===== config.mk =====
export PLATFORM = sky130hd
export DESIGN_NAME = inst_cache_flat
export DESIGN_NICKNAME = d
export VERILOG_FILES = /design/src/rtl/icache_pkg.sv /design/src/rtl/inst_cache_if.sv /design/src/rtl/icache_line_store.sv /design/src/rtl/inst_cache.sv /design/src/flat_wrapper.sv
export SDC_FILE = /design/constraint.sdc
export NUM_CORES = 2
export LEC_CHECK = 0
export CORE_ASPECT_RATIO = 0.5
export CORE_MARGIN = 2
export CORE_UTILIZATION = 40
export CTS_CLUSTER_SIZE = 8
export DETAILED_ROUTE_END_ITERATION = 8
export HOLD_SLACK_MARGIN = 0.12
export PLACE_DENSITY = 0.67
export SLEW_MARGIN = 20
export SYNTH_ARGS = -nofsm -noshare
export SYNTH_HDL_FRONTEND = slang
export SYNTH_SLANG_ARGS = --single-unit
export TNS_END_PERCENT = 10

===== constraint.sdc =====
create_clock -name clk -period 12.3 [get_ports clk]
set_input_delay 3.075 -clock clk [delete_from_list [all_inputs] [get_ports clk]]
set_output_delay 3.075 -clock clk [all_outputs]
set_load 0.005 [all_outputs]

===== src/rtl/icache_pkg.sv =====
// Shared types and default widths for the direct-mapped instruction cache.
// Every cache line holds one little-endian word refilled one byte per cycle.
package icache_pkg;

    localparam int DEF_ADDR_WIDTH = 32;
    localparam int DEF_INST_WIDTH = 32;
    localparam int DEF_INDEX_BITS = 6;
    localparam int REFILL_BEATS   = 4;

    typedef enum logic [1:0] {
        IDLE    = 2'd0,
        REFILL  = 2'd1,
        RESPOND = 2'd2
    } state_e;

endpackage


===== src/rtl/inst_cache_if.sv =====
// Fetch and memory side of the instruction cache.
// The slave modport belongs to the cache; the master to fetcher and memory.
interface inst_cache_if #(
    parameter int ADDR_WIDTH = 32,
    parameter int INST_WIDTH = 32
);
    logic                  inst_read_valid;
    logic [ADDR_WIDTH-1:0] inst_read_addr;
    logic                  inst_read_done;
    logic [INST_WIDTH-1:0] inst_read_data;
    logic [ADDR_WIDTH-1:0] mem_a;
    logic [7:0]            mem_din;

    modport slave (
        input  inst_read_valid, inst_read_addr, mem_din,
        output inst_read_done, inst_read_data, mem_a
    );

    modport master (
        output inst_read_valid, inst_read_addr, mem_din,
        input  inst_read_done, inst_read_data, mem_a
    );
endinterface


===== src/rtl/icache_line_store.sv =====
// Tag/data/valid storage: one combinational read port, one write port.
// Only the valid bits are reset; clr_all_i wipes them in one cycle.
module icache_line_store
    import icache_pkg::*;
#(
    parameter int TAG_W      = 24,
    parameter int DATA_W     = DEF_INST_WIDTH,
    parameter int INDEX_BITS = DEF_INDEX_BITS
) (
    input  logic                  clk,
    input  logic                  rst_n,
    input  logic                  clr_all_i,
    input  logic                  we_i,
    input  logic [INDEX_BITS-1:0] wr_idx_i,
    input  logic [TAG_W-1:0]      wr_tag_i,
    input  logic [DATA_W-1:0]     wr_data_i,
    input  logic [INDEX_BITS-1:0] rd_idx_i,
    output logic                  rd_valid_o,
    output logic [TAG_W-1:0]      rd_tag_o,
    output logic [DATA_W-1:0]     rd_data_o
);
    localparam int LINES = 1 << INDEX_BITS;

    logic [LINES-1:0]  valid_q;
    logic [TAG_W-1:0]  tag_q  [LINES];
    logic [DATA_W-1:0] data_q [LINES];

    always_ff @(posedge clk or negedge rst_n) begin
        if (!rst_n) begin
            valid_q <= '0;
        end else if (clr_all_i) begin
            valid_q <= '0;
        end else if (we_i) begin
            valid_q[wr_idx_i] <= 1'b1;
        end
    end

    always_ff @(posedge clk) begin
        if (we_i) begin
            tag_q[wr_idx_i]  <= wr_tag_i;
            data_q[wr_idx_i] <= wr_data_i;
        end
    end

    assign rd_valid_o = valid_q[rd_idx_i];
    assign rd_tag_o   = tag_q[rd_idx_i];
    assign rd_data_o  = data_q[rd_idx_i];
endmodule


===== src/rtl/inst_cache.sv =====
// Direct-mapped instruction cache with a byte-wide refill port.
// Hit answers next cycle; a miss fetches four bytes and answers at T+6.
module inst_cache
    import icache_pkg::*;
#(
    parameter int ADDR_WIDTH = DEF_ADDR_WIDTH,
    parameter int INST_WIDTH = DEF_INST_WIDTH,
    parameter int INDEX_BITS = DEF_INDEX_BITS
) (
    input  logic           clk,
    input  logic           rst_n,
    input  logic           rdy,
    input  logic           inst_cache_flush,
    inst_cache_if.slave    bus
);
    localparam int TAG_W = ADDR_WIDTH - INDEX_BITS - 2;

    state_e                state_q, state_d;
    logic [ADDR_WIDTH-1:0] mem_a_q, mem_a_d;
    logic [INST_WIDTH-1:0] data_q, data_d;
    logic [23:0]           buf_q, buf_d;
    logic [2:0]            cnt_q, cnt_d;

    logic                  we, clr_all, hit;
    logic                  rd_valid;
    logic [TAG_W-1:0]      rd_tag;
    logic [INST_WIDTH-1:0] rd_data;
    logic [31:0]           word;
    logic                  unused_addr_lsbs;

    wire [INDEX_BITS-1:0] req_idx = bus.inst_read_addr[INDEX_BITS+1:2];
    wire [TAG_W-1:0]      req_tag = bus.inst_read_addr[ADDR_WIDTH-1:INDEX_BITS+2];
    wire [ADDR_WIDTH-1:0] line_addr = {bus.inst_read_addr[ADDR_WIDTH-1:2], 2'b00};

    assign unused_addr_lsbs = ^bus.inst_read_addr[1:0];
    assign hit  = rd_valid && (rd_tag == req_tag);
    assign word = {bus.mem_din, buf_q};

    icache_line_store #(
        .TAG_W      (TAG_W),
        .DATA_W     (INST_WIDTH),
        .INDEX_BITS (INDEX_BITS)
    ) u_store (
        .clk        (clk),
        .rst_n      (rst_n),
        .clr_all_i  (clr_all),
        .we_i       (we),
        .wr_idx_i   (mem_a_q[INDEX_BITS+1:2]),
        .wr_tag_i   (mem_a_q[ADDR_WIDTH-1:INDEX_BITS+2]),
        .wr_data_i  (INST_WIDTH'(word)),
        .rd_idx_i   (req_idx),
        .rd_valid_o (rd_valid),
        .rd_tag_o   (rd_tag),
        .rd_data_o  (rd_data)
    );

    always_ff @(posedge clk or negedge rst_n) begin
        if (!rst_n) begin
            state_q <= IDLE;
            mem_a_q <= '0;
            data_q  <= '0;
            buf_q   <= '0;
            cnt_q   <= '0;
        end else begin
            state_q <= state_d;
            mem_a_q <= mem_a_d;
            data_q  <= data_d;
            buf_q   <= buf_d;
            cnt_q   <= cnt_d;
        end
    end

    always_comb begin
        state_d = state_q;
        mem_a_d = mem_a_q;
        data_d  = data_q;
        buf_d   = buf_q;
        cnt_d   = cnt_q;
        we      = 1'b0;
        clr_all = 1'b0;
        if (rdy) begin
            unique case (state_q)
                IDLE: begin
                    if (inst_cache_flush) begin
                        clr_all = 1'b1;
                    end else if (bus.inst_read_valid) begin
                        if (hit) begin
                            state_d = RESPOND;
                            data_d  = rd_data;
                        end else begin
                            state_d = REFILL;
                            mem_a_d = line_addr;
                            cnt_d   = '0;
                        end
                    end
                end
                REFILL: begin
                    if (inst_cache_flush) begin
                        clr_all = 1'b1;
                        state_d = IDLE;
                        cnt_d   = '0;
                    end else begin
                        // mem_din lags mem_a by one cycle, so beat n holds byte n-1
                        case (cnt_q)
                            3'd1:    buf_d[7:0]   = bus.mem_din;
                            3'd2:    buf_d[15:8]  = bus.mem_din;
                            3'd3:    buf_d[23:16] = bus.mem_din;
                            default: ;
                        endcase
                        if (cnt_q == 3'(REFILL_BEATS)) begin
                            we      = 1'b1;
                            data_d  = INST_WIDTH'(word);
                            state_d = RESPOND;
                            cnt_d   = '0;
                        end else begin
                            cnt_d = cnt_q + 3'd1;
                            if (cnt_q < 3'(REFILL_BEATS - 1))
                                mem_a_d = mem_a_q + ADDR_WIDTH'(1);
                        end
                    end
                end
                RESPOND: begin
                    state_d = IDLE;
                    clr_all = inst_cache_flush;
                end
                default: state_d = IDLE;
            endcase
        end
    end

    assign bus.inst_read_done = (state_q == RESPOND);
    assign bus.inst_read_data = data_q;
    assign bus.mem_a          = mem_a_q;
endmodule


===== src/flat_wrapper.sv =====
// flat-port wrapper written by rule: the top's interface ports become plain ports
module inst_cache_flat import icache_pkg::*;
#(
    parameter int ADDR_WIDTH = DEF_ADDR_WIDTH,
    parameter int INST_WIDTH = DEF_INST_WIDTH,
    parameter int INDEX_BITS = DEF_INDEX_BITS
)
  (clk, rst_n, rdy, inst_cache_flush, bus_inst_read_valid, bus_inst_read_addr, bus_mem_din, bus_inst_read_done, bus_inst_read_data, bus_mem_a);
  inst_cache_if #(.ADDR_WIDTH(ADDR_WIDTH), .INST_WIDTH(INST_WIDTH)) bus_i ();
  input  logic clk;
  input  logic rst_n;
  input  logic rdy;
  input  logic inst_cache_flush;
  input wire logic [$bits(bus_i.inst_read_valid)-1:0] bus_inst_read_valid;
  input wire logic [$bits(bus_i.inst_read_addr)-1:0] bus_inst_read_addr;
  input wire logic [$bits(bus_i.mem_din)-1:0] bus_mem_din;
  output wire logic [$bits(bus_i.inst_read_done)-1:0] bus_inst_read_done;
  output wire logic [$bits(bus_i.inst_read_data)-1:0] bus_inst_read_data;
  output wire logic [$bits(bus_i.mem_a)-1:0] bus_mem_a;
  assign bus_i.inst_read_valid = bus_inst_read_valid;
  assign bus_i.inst_read_addr = bus_inst_read_addr;
  assign bus_i.mem_din = bus_mem_din;
  assign bus_inst_read_done = bus_i.inst_read_done;
  assign bus_inst_read_data = bus_i.inst_read_data;
  assign bus_mem_a = bus_i.mem_a;
  inst_cache #(.ADDR_WIDTH(ADDR_WIDTH), .INST_WIDTH(INST_WIDTH), .INDEX_BITS(INDEX_BITS)) u_core (.clk(clk), .rst_n(rst_n), .rdy(rdy), .inst_cache_flush(inst_cache_flush), .bus(bus_i));
endmodule

==> metrics.csv <==
stage,metric,value,unit
status,status,completed,
setup_path,worstSetupPathType,primary input to flop,
floorplan,start_util,0.402,
timing,skew,66.1,ps
synthesis,synth.yosys.seq_area_share,0.768,
synthesis,synth_edf_count,3584,
clocking,post_cts_buffers,0,
global_route,grt_pass1_wl,593000,µm
drt,drtIter0Drc,13500,
clocking,root_buffer,clkbuf_16,
floorplan,fp.coreArea,0.361,mm²
timing,fin_crit,8410,ps
drt,viasPerCell,6.22,
synthesis,synth_cell_type_count,79,
clocking,cts_max_level,6,
timing,tns,0,ps
drt,vias,76000,
synthesis,async_flop_share,0.0420,
synthesis,ys_top_cells_by_area,"edfxtp_1 (74%), mux4_2 (14%), dfrtp_1 (2.7%)",
global_route,grt_max_degree,131,
clocking,clk_latency,940,ps
synthesis,netlist_instances,6599,
layout,area_delta_synth_final,15.9,%
clocking,tritoncts,done,
drt,dr.pass1.iters,6,
placed_design,hpwl,226000,µm
timing,drv_slew,0,
setup_path,arrival,9190,ps
timing,setup_viol,0,
clocking,postCtsResizedCells,0,
timing,hold_viol,0,
placed_design,gp_congestion,0.850,
timing,final.period_utilization,0.684,
floorplan,die_area,0.368,mm²
floorplan,rows,156,
floorplan,die_w,856,µm
timing,fmax,119,MHz
clocking,cts_num_sinks,3741,
synthesis,syn-mean-instance-area,22.0,µm²
setup_path,cp_max_fo,71,
synthesis,synth_warnings,0,
synthesis,synth_top_cell_by_area,edfxtp_1,
clocking,clock_path_buffers,4,
clocking,clkTransAtPathRegs,50,ps
layout,drive_gt1_frac,0.275,
flow_run,cap_violations,0,
setup_path,reg2regPathDepth,8,
clocking,cts_buffers,542,
global_route,grt_use_total,0.228,
power,power.leakage,54.0,nW
drt,ant_nets,0,
timing,slew_headroom,0.172,
clocking,cts_hold_buf,0,
synthesis,synth_commonest_cells,"edfxtp_1 (3584), mux4_2 (921), mux2i_1 (267)",
floorplan,io_pins,110,
global_route,antenna_found_initial,14,
synthesis,synth-seq-cells,3741,
synthesis,synthFlopType,edfxtp_1,
synthesis,syn-num-nets,6649,
placed_design,pre_cts_slack,2920,ps
placed_design,io_buffers,107,
power,power_density,189,mW/mm²
global_route,overflow,0,
synthesis,synthesis.area,0.145,mm²
floorplan,fp.dieH,430,µm
setup_path,critPathLaunchType,primary input,
setup_path,worstPathRequired,13080,ps
timing,worst_slack,3890,ps
layout,seq_area,0.112,mm²
timing,rsz0062_at_grt,false,
global_route,first_global_vias,74600,
synthesis,synth_top_area_frac,0.741,
layout,n_fill_cell,29100,
drt,avgRoutedWirePerCell,35.3,µm
setup_path,cp-end-kind,flop,
layout,utilization,0.466,
layout,multi_input_area,0.0323,mm²
synthesis,yosysMostFrequentCell,edfxtp_1,
worst_hold_path,min_path_cells,1,
drt,drcViolationCount,0,
worst_hold_path,worstHoldPathType,flop to flop,
timing,tightestPinTransition,1240,ps
power,irDropWorstVdd,0.127,mV
drt,drt_wl_total,432000,µm
layout,nNetsFinal,7200,
[final timing paths]
kind | slack [ps] | to | from
max in group asynchronous | 8490 | u_core.buf_q[2] | rst_n
worst max-delay path | 3890 | u_core.bus.inst_read_data[19] | bus_inst_read_addr[2]
min in group asynchronous | 2170 | u_core.bus.inst_read_data[14] | rst_n
worst min register to register | 490 | u_core.u_store.valid_q[38] | u_core.u_store.valid_q[38]
worst max register to register | 7260 | u_core.u_store.data_q[10][2] | u_core.state_q[1]
worst min-delay path | 490 | u_core.u_store.valid_q[38] | u_core.u_store.valid_q[38]
[worst max-delay path, stage by stage]
cell,delay [ps]
buf_16,370
buf_4,640
buf_4,660
mux4_2,590
mux2_2,290
nand2_1,70
o221ai_1,200
nor3_1,770
xnor2_1,120
nor4_1,320
nand3_1,380
or4_4,560
nand2_4,620
mux2_4,360
[cells by family (layout without fill, tap and decap cells)]
group                      after synthesis  after routing  synth area share
xor gates and xnor gates                21             21           0.00127
adders and majority gates                5              5          0.000430
buffers and inverters                  383           1177            0.0140
muxes                                 1301           1301             0.171
AOI/OAI and AO/OA                      528            528            0.0253
other                                    0              9                 0
DFF                                   3741           3741             0.768
and+or+nand+nor                        620            620            0.0203
[layout make-up]
cell class,instances,share of cell area
sequential,3741,0.662
multi-input combinational,2475,0.192
clock buffer,754,0.0881
tap,4819,0.0358
timing repair buffer,376,0.0192
clock inverter,33,0.00235
inverter,14,0.000356
antenna,9,0.000134
[where the power goes]
part | switching [mW] | internal, mW
clock | 5.21 | 8.29
combinational | 1.95 | 0.740
sequential | 0.375 | 15.4
total | 7.54 | 24.4
[per-stage QoR]
step	cell area [µm²]	hold slack [ps]	instances	total power, mW
after floorplan	145000	459	6599	17.3
after global placement	153000	468	11400	18.5
after detailed placement	153000	476	11400	18.6
after CTS	168000	486	12200	32.0
after global routing	168000	492	12200	32.7
final	168000	487	12200	31.9
[layout by cell type (no fill, tap or decap), types with 12 or more instances in the layout]
cell type and count:
mux2i_1 267, and2_1 12, nor2_1 68, xnor2_1 18
nand2_1 188, a21oi_1 61, o21a_1 72, buf_12 12
mux2_4 27, a31oi_1 61, clkbuf_1 189, o21ai_0 39
inv_6 15, and3_1 18, edfxtp_1 3584, nor2_4 65
mux2_2 78, mux4_2 921, o22ai_1 46, nor3_1 37
clkinv_8 14, a211oi_1 19, o31ai_1 20, clkbuf_16 565
a22o_1 16, clkdlybuf4s50_1 92, dfrtp_2 25, a22oi_1 110
dfrtp_1 128, nand4_1 23, buf_4 257, nor2b_1 40
nand3_1 98
[state kept, by name (all words and copies together), names as in the netlist]
register,count
u_core.buf_q,24
u_core.bus.inst_read_data,32
u_core.bus.mem_a,32
u_core.cnt_q,3
u_core.state_q,2
u_core.u_store.data_q,2048
u_core.u_store.tag_q,1536
u_core.u_store.valid_q,64
[per-layer routing]
layer / track usage / part of all wire
met3: 0.0509 / 0.12
met5: 0 / 0.00013
met1: 0.316 / 0.37
met4: 0.0944 / 0.045
met2: 0.353 / 0.46
(Power assumes the default switching activity.)
